**src/rtl/seq_multiplier.sv**
```systemverilog
// Sequential shift-add multiplier (unsigned / two's-complement) with start/busy/done handshake.
// Define SEQ_MULT_EARLY_TERM_EN to finish as soon as the remaining multiplier bits are all zero.
module seq_multiplier #(
  parameter int N = 8
) (
  input  logic           clk,
  input  logic           reset,
  input  logic           start,
  input  logic [N-1:0]   a,
  input  logic [N-1:0]   b,
  input  logic           signed_mode,
  output logic           busy,
  output logic           done,
  output logic [2*N-1:0] p
);

  localparam int unsigned CW = (N > 1) ? $clog2(N) : 1;

  typedef enum logic [1:0] {
    IDLE,
    CALC,
    DONE
  } state_t;

  state_t state, state_next;

  logic [2*N:0] acc, acc_next, prod_full;
  logic [N:0]   sum;
  logic [N-1:0] mcand, mplier, mplier_next;
  logic [CW-1:0] cnt;
  logic          neg;
  logic          last;

  // One iteration: add multiplicand into the upper half (carry kept), then shift right.
  always_comb begin
    sum         = acc[2*N:N] + (mplier[0] ? {1'b0, mcand} : '0);
    acc_next    = {sum, acc[N-1:0]} >> 1;
    mplier_next = mplier >> 1;
`ifdef SEQ_MULT_EARLY_TERM_EN
    // Remaining iterations would only shift, so apply them all at once.
    last      = (mplier_next == '0) || (cnt == CW'(N-1));
    prod_full = acc_next >> (CW'(N-1) - cnt);
`else
    last      = (cnt == CW'(N-1));
    prod_full = acc_next;
`endif
  end

  always_ff @(posedge clk or posedge reset) begin
    if (reset) state <= IDLE;
    else       state <= state_next;
  end

  always_comb begin
    state_next = state;
    case (state)
      IDLE:    if (start) state_next = CALC;
      CALC:    if (last) state_next = DONE;
      DONE:    state_next = IDLE;
      default: state_next = IDLE;
    endcase
  end

  assign busy = (state == CALC);
  assign done = (state == DONE);

  always_ff @(posedge clk or posedge reset) begin
    if (reset) begin
      acc    <= '0;
      mcand  <= '0;
      mplier <= '0;
      cnt    <= '0;
      neg    <= 1'b0;
      p      <= '0;
    end else begin
      case (state)
        IDLE: begin
          if (start) begin
            mcand  <= (signed_mode && a[N-1]) ? (~a + 1'b1) : a;
            mplier <= (signed_mode && b[N-1]) ? (~b + 1'b1) : b;
            neg    <= signed_mode & (a[N-1] ^ b[N-1]);
            acc    <= '0;
            cnt    <= '0;
          end
        end
        CALC: begin
          acc    <= acc_next;
          mplier <= mplier_next;
          cnt    <= cnt + 1'b1;
          if (last) p <= (2*N)'(neg ? (~prod_full + 1'b1) : prod_full);
        end
        default: ;
      endcase
    end
  end

endmodule

```
**config.mk**
```make
export PLATFORM = sky130hd
export DESIGN_NAME = seq_multiplier
export DESIGN_NICKNAME = d
export VERILOG_FILES = /design/src/rtl/seq_multiplier.sv
export SDC_FILE = /design/constraint.sdc
export NUM_CORES = 1
export LEC_CHECK = 0
export ABC_AREA = 1
export CORE_MARGIN = 1.5
export CORE_UTILIZATION = 35
export DETAILED_ROUTE_END_ITERATION = 6
export SLEW_MARGIN = 5
export SYNTH_ARGS = -nofsm -noshare
export SYNTH_HDL_FRONTEND = slang
export SYNTH_SLANG_ARGS = --single-unit
```
**constraint.sdc**
```tcl
create_clock -name clk -period 2.1 [get_ports clk]
set_clock_uncertainty 0.05 [all_clocks]
set_input_delay 0.63 -clock clk [delete_from_list [all_inputs] [get_ports clk]]
set_output_delay 0.63 -clock clk [all_outputs]
set_load 0.02 [all_outputs]
```
==> metrics.sh, run 1 <==
SYNTH_AREA_PER_CELL_UM2=7.919
DESIGN.DIE.AREA_UM2=9583
AVGROUTEDWIREPERCELL_UM=11.71
OUTCOME='finished, final reports clean'
TIMING.SLEW.HEADROOM_PCT=71.76
COMMONEST_NON_FILL_NON_TAP_CELLS_IN_THE_LAYOUT='sky130_fd_sc_hd__nand2_1, sky130_fd_sc_hd__dfrtp_1, sky130_fd_sc_hd__inv_1'
DRT-TOTAL-WL_UM=6592
MIN_PERIOD_PS=2097
CRIT_PATH_TOP_DELAY_CELL='sky130_fd_sc_hd__dfrtp_1'
LAYOUT.CELLS.NON_FILLER=563
CRITPATHLAUNCHTYPE='flop'
AREAGROWTHSYNTHTOFINISH_PCT=26.60
CORE_AREA_UM2=8721
CTS_TREE='built'
SYNTHDISTINCTLIBCELLS=37
FLOORPLAN.DIE.WIDTH_UM=97.90
AGGREGATE_GLOBAL_ROUTING_OVERFLOW=0
TRACK_USAGE_PCT=14.62
WORST_SETUP_PATH_END_KIND='flop'
GRT_MAX_DEGREE=54
CRITICAL_PATH_CLASS='flop to flop'
CP.ARRIVAL_PS=2310
FINAL_NETS=488
DR.FIRST_ITER.DRC_COUNT=149
GPL.FINAL_WEIGHTED_CONGESTION=0.8165
POST-ROUTE-CELL-AREA_UM2=3990
FINAL_ANTENNA_NET_COUNT=0
TIMING_WORST_SLEW_PIN_VALUE_PS=423.1
CPLARGESTDELAYFAMILY='simple AND/OR/NAND/NOR gates'
CTS_ROOT_BUFFER='sky130_fd_sc_hd__clkbuf_8'
VIAS_PER_CELL=4.737
CRITPATHMAXSTAGEDELAY_PS=430
DESIGN.PORTCOUNT=38
CRITICAL_PATH.MAX_FANOUT=5
P_LEAK_nW=1.971
LAYOUT_COMMONEST_CELL='sky130_fd_sc_hd__nand2_1'
GRT_ANTENNA_BEFORE_REPAIR=0
FIN_CRIT_SH_PCT=99.84
YOSYS.AREA.TOP_TYPE_SHARE_PCT=42.08
PLACE.DETAILED.INSTANCES=552
SYNTH_WARNINGS=0
MAX_FREQ_MHz=476.9
DETAIL_ROUTE.DRC_VIOLATIONS=0
GRT_PASS1_VIAS=2507
DR_TOTAL_VIAS=2667
GRT_PASS1_WL_UM=11430
PORT_BUFFERS=37
CLKSLEWWORSTSETUPHOLDPATHS_PS=100
FLOORPLAN.INITIALDENSITY_PCT=36.14
CLKLATENCYLATEPIN_PS=310
SYNTHESIS.INSTANCES=398
CTS_MADE_BUFFERS=5
WORSTHOLDPATHTYPE='flop to flop'
RSZ0062_AT_GRT='yes'
NETLIST_AREA_UM2=3152
TIMING.CRITICAL_PATH.MODE_CELL='sky130_fd_sc_hd__nand2_1'
CRITPATHBUFINV=1
MAX_CAP_VIOL_COUNT=0
YS_SEQ_AREA_SHARE_PCT=42.08
CRITICAL_PATH_REQUIRED_PS=2310
H-TREE-DEPTH=2
POST_CTS_HOLD_BUFFER_COUNT=0
PLACEMENT_ROWS=34
DRT_PASS1_ITERATIONS=4
DRIVE_ABOVE_1_SHARE_PCT=16.70
PLACED_AREA_UM2=3785
FINAL_HOLD_VIOL_COUNT=0
SYNTH-SEQ-CELLS=53
REPORT.FINAL.SETUP_VIOL=0
SYNTH_NETS=432
P_PER_AREA_nW_PER_UM2=1464
WORSTPATHCELLLIST='nand2_2 > inv_2 > ha_4 > fa_2 > xnor2_2 > nand3_1 > nor2_2 > nand3_2 > nand2_2 > nand2_1 > nand2_1 > nand3_1 > nand2_1'
COUNT_OF_INSERTED_ANTENNA_DIODE_CELLS=0
NUM-FILL-CELLS=875
VDD_IR_DROP_MAX_mV=0.6336
FP.DIEH_UM=97.90
CTS_NUM_SINKS=53
SLEW_VIOLATIONS=0
YOSYSTOPAREACELL='sky130_fd_sc_hd__dfrtp_1'
CTS-ROOT-TO-SINK-BUFFERS=2
SYNTH.AREA.TOP_CELLS='sky130_fd_sc_hd__dfrtp_1, sky130_fd_sc_hd__nand2_1, sky130_fd_sc_hd__o21ai_0, sky130_fd_sc_hd__inv_1, sky130_fd_sc_hd__ha_1'
DPL.HPWL_UM=4886
[worst paths after layout]
kind | startpoint | end | slack, ps | cells past startpoint
setup / recovery | mplier[0]$_DFFE_PP0P_ | p[15]$_DFFE_PP0P_ | 3 | 13
hold / removal | p[14]$_DFFE_PP0P_ | p[14]$_DFFE_PP0P_ | 440 | 2
setup reg to reg | mplier[0]$_DFFE_PP0P_ | p[15]$_DFFE_PP0P_ | 3 | 13
hold reg to reg | p[14]$_DFFE_PP0P_ | p[14]$_DFFE_PP0P_ | 440 | 2
max in group asynchronous | reset | acc[15]$_DFFE_PP0P_ | 1140 | 3
min in group asynchronous | reset | cnt[0]$_DFFE_PP0P_ | 610 | 3
[cell type report]
class / instances / area [um^2] / share of cell area, %
Timing Repair Buffer: 60 / 553.0 / 13.86
Multi-Input combinational cell: 277 / 1635 / 40.98
Tap cell: 108 / 135.1 / 3.387
Clock buffer: 6 / 82.58 / 2.070
Inverter: 57 / 216.5 / 5.425
Sequential cell: 53 / 1326 / 33.24
Clock inverter: 2 / 41.29 / 1.035
[worst reg2reg max path, cell delays in order (launching register included)]
cell                      delay (ps)
sky130_fd_sc_hd__dfrtp_1         430
sky130_fd_sc_hd__nand2_2          80
sky130_fd_sc_hd__inv_2            40
sky130_fd_sc_hd__ha_4            160
sky130_fd_sc_hd__fa_2            370
sky130_fd_sc_hd__xnor2_2         190
sky130_fd_sc_hd__nand3_1         120
sky130_fd_sc_hd__nor2_2          160
sky130_fd_sc_hd__nand3_2          90
sky130_fd_sc_hd__nand2_2         100
sky130_fd_sc_hd__nand2_1          50
sky130_fd_sc_hd__nand2_1          60
sky130_fd_sc_hd__nand3_1          80
sky130_fd_sc_hd__nand2_1          70
[cells by family after synthesis]
group | Yosys count | share of synthesized area, %
AND/OR/NAND/NOR | 174 | 25.33
AO/OA/AOI/OAI | 70 | 12.58
buffers and inverters | 68 | 8.694
flip-flops | 53 | 42.08
XOR/XNOR | 19 | 5.518
adder cells (fa/ha/maj) | 14 | 5.796
[where the power goes]
part	total, mW	internal, mW	leakage, nW	switching (mW)
sequential	1.74	1.45	0.673	0.285
combinational	3.35	1.48	1.23	1.87
clock	0.755	0.397	0.0633	0.359
[registers in the layout (all words and copies together) (netlist names)]
name and cells:
neg 1, acc 15, state 2, p 16, mcand 8, mplier 8, cnt 3
[synth_stat cells (all sizes together)]
master and n:
nor2 28, ha 13, nor3b 1, o31ai 2, a21oi 8, dfrtp 53
a22o 2, buf 3, clkbuf 8, xor2 17, o22ai 8, clkinv 1
xnor2 2, a31oi 1, nor3 4, nor4 1, nand3 25, fa 1
nand2 112, nand3b 1, o21ai 41, a22oi 7, a32o 1, inv 56
nand4 2
[routing by layer]
layer / GRT usage, % / share of wire (%)
met1: 19.76 / 51
met2: 23.50 / 44
met3: 3.078 / 3.5
met4: 4.615 / 1.2
met5: 0 / 0
[per-stage QoR]
| step | worst slack, ps | util (%) | setup TNS, ps | hold slack (ps) | power [mW] |
|---|---|---|---|---|---|
| floorplan | -41.27 | - | -87.38 | 402.9 | 3.913 |
| global placement | -11.12 | 43.40 | -11.12 | 412.3 | 4.893 |
| detailed placement | -54.87 | 43.40 | -137.8 | 417.7 | 4.943 |
| CTS | 6.671 | 45.35 | 0 | 443.5 | 5.812 |
| global route | -148.3 | 45.75 | -518.5 | 463.6 | 6.379 |
| finish | 3.312 | 45.75 | 0 | 436.3 | 5.841 |
[timing repair]
action	4_1_cts	5_1_grt
setup buffers	2	1
setup endpoints to repair	5	7
gates resized for setup	7	5
pin swaps	3	5
No activity file was read; power rests on OpenSTA's default activity.
==> run 2: changes to the inputs <==
--- a/config.mk
+++ b/config.mk
@@ -9,6 +9,7 @@
 export CORE_MARGIN = 1.5
 export CORE_UTILIZATION = 35
 export DETAILED_ROUTE_END_ITERATION = 6
+export SKIP_LAST_GASP = 1
 export SLEW_MARGIN = 5
 export SYNTH_ARGS = -nofsm -noshare
 export SYNTH_HDL_FRONTEND = slang
==> results of run 2 <==
Final layout, timing and power as in run 1 (identical DEF).
==> run 3: changes to the inputs <==
--- a/config.mk
+++ b/config.mk
@@ -7,8 +7,9 @@
 export LEC_CHECK = 0
 export ABC_AREA = 1
 export CORE_MARGIN = 1.5
-export CORE_UTILIZATION = 35
+export CORE_UTILIZATION = 51
 export DETAILED_ROUTE_END_ITERATION = 6
+export PLACE_DENSITY = 0.77
 export SKIP_LAST_GASP = 1
 export SLEW_MARGIN = 5
 export SYNTH_ARGS = -nofsm -noshare
==> run 3 against run 2 <==
The run now ends with setup timing left. Non-clock buffer count rose by 1. Sequential power barely moved. Worst setup slack got worse by 49 ps. Total power fell by 0.70%. Critical path depth rose by 1. First-iteration DRC count fell by 28%. Fmax fell by 2.3%. Sequential share of layout area rose by 0.50 points. Core utilization rose by 20 points. Sequential cell count did not move. Combinational power barely moved. Register-to-register slack got worse by 50 ps.
==> metrics.sh, run 3 (synthesis gave the netlist of run 1 again) <==
FAILED_CHECKS='setup timing'
PLACEMENT_ROWS=28  # was 34
COMMONEST_NON_FILL_NON_TAP_CELLS_IN_THE_LAYOUT='sky130_fd_sc_hd__nand2_1, sky130_fd_sc_hd__dfrtp_1, sky130_fd_sc_hd__inv_1'  # unchanged
WORST_R2R_STARTPOINT='mplier[0]$_DFFE_PP0P_'  # unchanged
WIRELENGTH_MET1_UM=2929  # was 3376 um
VIAS_PER_CELL=5.060  # was 4.737
OUTCOME='complete, but fails checks'  # was finished, final reports clean
P_PER_AREA_nW_PER_UM2=1475  # was 1464 nW/um^2
PLACED_AREA_UM2=3744  # was 3785 um^2
PRE_CTS_SLACK_PS=-70.31  # was -54.87 ps
DESIGN.PORTCOUNT=38  # unchanged
CTS_MADE_BUFFERS=5  # unchanged
SETUP_SLACK_PS=-45.86  # was 3.312 ps
FINAL_HOLD_VIOL_COUNT=0  # unchanged
CTS_NUM_SINKS=53  # unchanged
DESIGN.DIE.AREA_UM2=6660  # was 9583 um^2
FIN_UTIL_PCT=66.01  # was 45.75%
MET2WIRELENGTH_UM=3123  # was 2903 um
RSZ0062_AT_GRT='yes'  # unchanged
AREAGROWTHSYNTHTOFINISH_PCT=24.73  # was 26.60%
CP.ARRIVAL_PS=2300  # was 2310 ps
MIN_PERIOD_PS=2146  # was 2097 ps
GRT_ANTENNA_BEFORE_REPAIR=0  # unchanged
REPORT.FINAL.SETUP_VIOL=3  # was 0
WORSTPATHCELLLIST='buf_6 > nand2_2 > inv_2 > fa_2 > xnor2_4 > nand2_2 > nor2_4 > nand2_2 > nor2_4 > nand3_2 > nand2_2 > nand2_1 > nand3_1 > nand2_1'  # was nand2_2 > inv_2 > ha_4 > fa_2 > xnor2_2 > nand3_1 > nor2_2 > nand3_2 > nand2_2 > nand2_1 > nand2_1 > nand3_1 > nand2_1
TIMING.CRITICAL_PATH.MODE_CELL='sky130_fd_sc_hd__nand2_2'  # was sky130_fd_sc_hd__nand2_1
TIMING_WORST_SLEW_PIN_VALUE_PS=462.1  # was 423.1 ps
VDD_IR_DROP_MAX_mV=0.7485  # was 0.6336 mV
SETUP_TNS_PS=-95.88  # was 0 ps
FIN_CRIT_SH_PCT=102.2  # was 99.84%
COUNT_OF_INSERTED_ANTENNA_DIODE_CELLS=0  # unchanged
DR_TOTAL_VIAS=2687  # was 2667
AVGROUTEDWIREPERCELL_UM=11.98  # was 11.71 um
POST_CTS_HOLD_BUFFER_COUNT=0  # unchanged
HOLD_PATH_STARTPOINT='p[14]$_DFFE_PP0P_'  # unchanged
FIN_WORST_HOLD_SLACK_PS=433.5  # was 436.3 ps
PORT_BUFFERS=37  # unchanged
LAYOUT.CELLS.NON_FILLER=531  # was 563
GPL.FINAL_WEIGHTED_CONGESTION=0.8644  # was 0.8165
CLKSLEWWORSTSETUPHOLDPATHS_PS=90  # was 100 ps
GRT_PASS1_VIAS=2523  # was 2507
DPL.HPWL_UM=4869  # was 4886 um
CRITPATHLAUNCHTYPE='flop'  # unchanged
CRIT_PATH_TOP_DELAY_CELL='sky130_fd_sc_hd__dfrtp_1'  # unchanged
FLOORPLAN.INITIALDENSITY_PCT=52.92  # was 36.14%
FLOORPLAN.DIE.WIDTH_UM=81.61  # was 97.90 um
CTS_TREE='built'  # unchanged
SLEW_VIOLATIONS=0  # unchanged
CRITICAL_PATH_CLASS='flop to flop'  # unchanged
P_LEAK_nW=1.981  # was 1.971 nW
MET3_LENGTH_UM=190  # was 230 um
WORSTHOLDPATHTYPE='flop to flop'  # unchanged
FINAL_ANTENNA_NET_COUNT=0  # unchanged
REG_TOP3='p x16, acc x15'  # unchanged
LAYOUT_COMMONEST_CELL='sky130_fd_sc_hd__nand2_1'  # unchanged
PLACE.DETAILED.INSTANCES=519  # was 552
DRT-TOTAL-WL_UM=6362  # was 6592 um
FINAL_NETS=489  # was 488
NUM-FILL-CELLS=529  # was 875
CTS_ROOT_BUFFER='sky130_fd_sc_hd__clkbuf_8'  # unchanged
DRT_PASS1_ITERATIONS=4  # unchanged
CRITICAL_PATH.MAX_FANOUT=7  # was 5
WORST_SETUP_PATH_END_KIND='flop'  # unchanged
DETAIL_ROUTE.DRC_VIOLATIONS=0  # unchanged
MULTI_INPUT_AREA_UM2=1618  # was 1635 um^2
FP.DIEH_UM=81.61  # was 97.90 um
DR.FIRST_ITER.DRC_COUNT=107  # was 149
LARGEST_REGISTER_FFS=16  # unchanged
TRACK_USAGE_PCT=20.98  # was 14.62%
MAX_FREQ_MHz=466.0  # was 476.9 MHz
REG_WITH_MOST_FFS='p'  # unchanged
CRITPATHMAXSTAGEDELAY_PS=420  # was 430 ps
SEQUENTIAL_CELL_AREA_UM2=1326  # unchanged
CLKLATENCYLATEPIN_PS=310  # about the same
AGGREGATE_GLOBAL_ROUTING_OVERFLOW=0  # unchanged
CTS-ROOT-TO-SINK-BUFFERS=2  # unchanged
MAX_CAP_VIOL_COUNT=0  # unchanged
TOP_LAYER='met4'  # unchanged
TIMING.SLEW.HEADROOM_PCT=69.08  # was 71.76%
STARTPOINT='mplier[0]$_DFFE_PP0P_'  # unchanged
GRT_PASS1_WL_UM=10760  # was 11430 um
DRIVE_ABOVE_1_SHARE_PCT=16.89  # was 16.70%
POST-LAYOUT-TOTAL-POWER_mW=5.800  # was 5.841 mW
CRITICAL_PATH_REQUIRED_PS=2250  # was 2310 ps
H-TREE-DEPTH=2  # unchanged
POST-ROUTE-CELL-AREA_UM2=3931  # was 3990 um^2
CORE_AREA_UM2=5956  # was 8721 um^2
GRT_MAX_DEGREE=54  # unchanged
==> run 3: worst max-delay path: cells and delay by family (launching register included) <==
kind | cells | cell delay (ps)
DFF | 1 | 420
buffers and inverters | 2 | 190
adders and majority gates | 1 | 400
xor gates and xnor gates | 1 | 190
and+or+nand+nor | 10 | 800
==> run 3: routing by layer <==
layer / vias up / global-route usage [%]
met5: - / 0
met4: 0 / 8.814
met3: 13 / 3.000
met2: 48 / 37.69
met1: 1228 / 24.98
li1: 1398 / -
==> run 3: repair_timing <==
action                     CTS  global route
setup buffers                2             2
hold endpoints to repair     0             0
gates resized for setup      8             7
pin swaps                    6             1
setup endpoints to repair    7             8
==> run 3: final timing paths <==
kind,end,slack [ps],cells after the start
max,p[14]$_DFFE_PP0P_,-50,14
min,p[14]$_DFFE_PP0P_,430,2
max reg2reg,p[14]$_DFFE_PP0P_,-50,14
min reg2reg,p[14]$_DFFE_PP0P_,430,2
max in group asynchronous,p[15]$_DFFE_PP0P_,1130,3
min in group asynchronous,acc[3]$_DFFE_PP0P_,620,3
==> run 3: final cells by class <==
| type | instances | area share (%) |
|---|---|---|
| clock inverters | 3 | 1.114 |
| inverters | 57 | 5.506 |
| clock buffers | 5 | 1.750 |
| well taps | 75 | 2.387 |
| repair buffers | 61 | 14.35 |
| multi-input cells | 277 | 41.15 |
| flip-flops and latches | 53 | 33.74 |
==> run 3: power breakdown <==
| group | total, mW | internal (mW) | leakage [nW] | switching [mW] |
|---|---|---|---|---|
| logic | 3.38 | 1.48 | 1.25 | 1.90 |
| registers | 1.72 | 1.45 | 0.673 | 0.268 |
| clock network | 0.698 | 0.358 | 0.0585 | 0.341 |
| total | 5.80 | 3.29 | 1.98 | 2.51 |
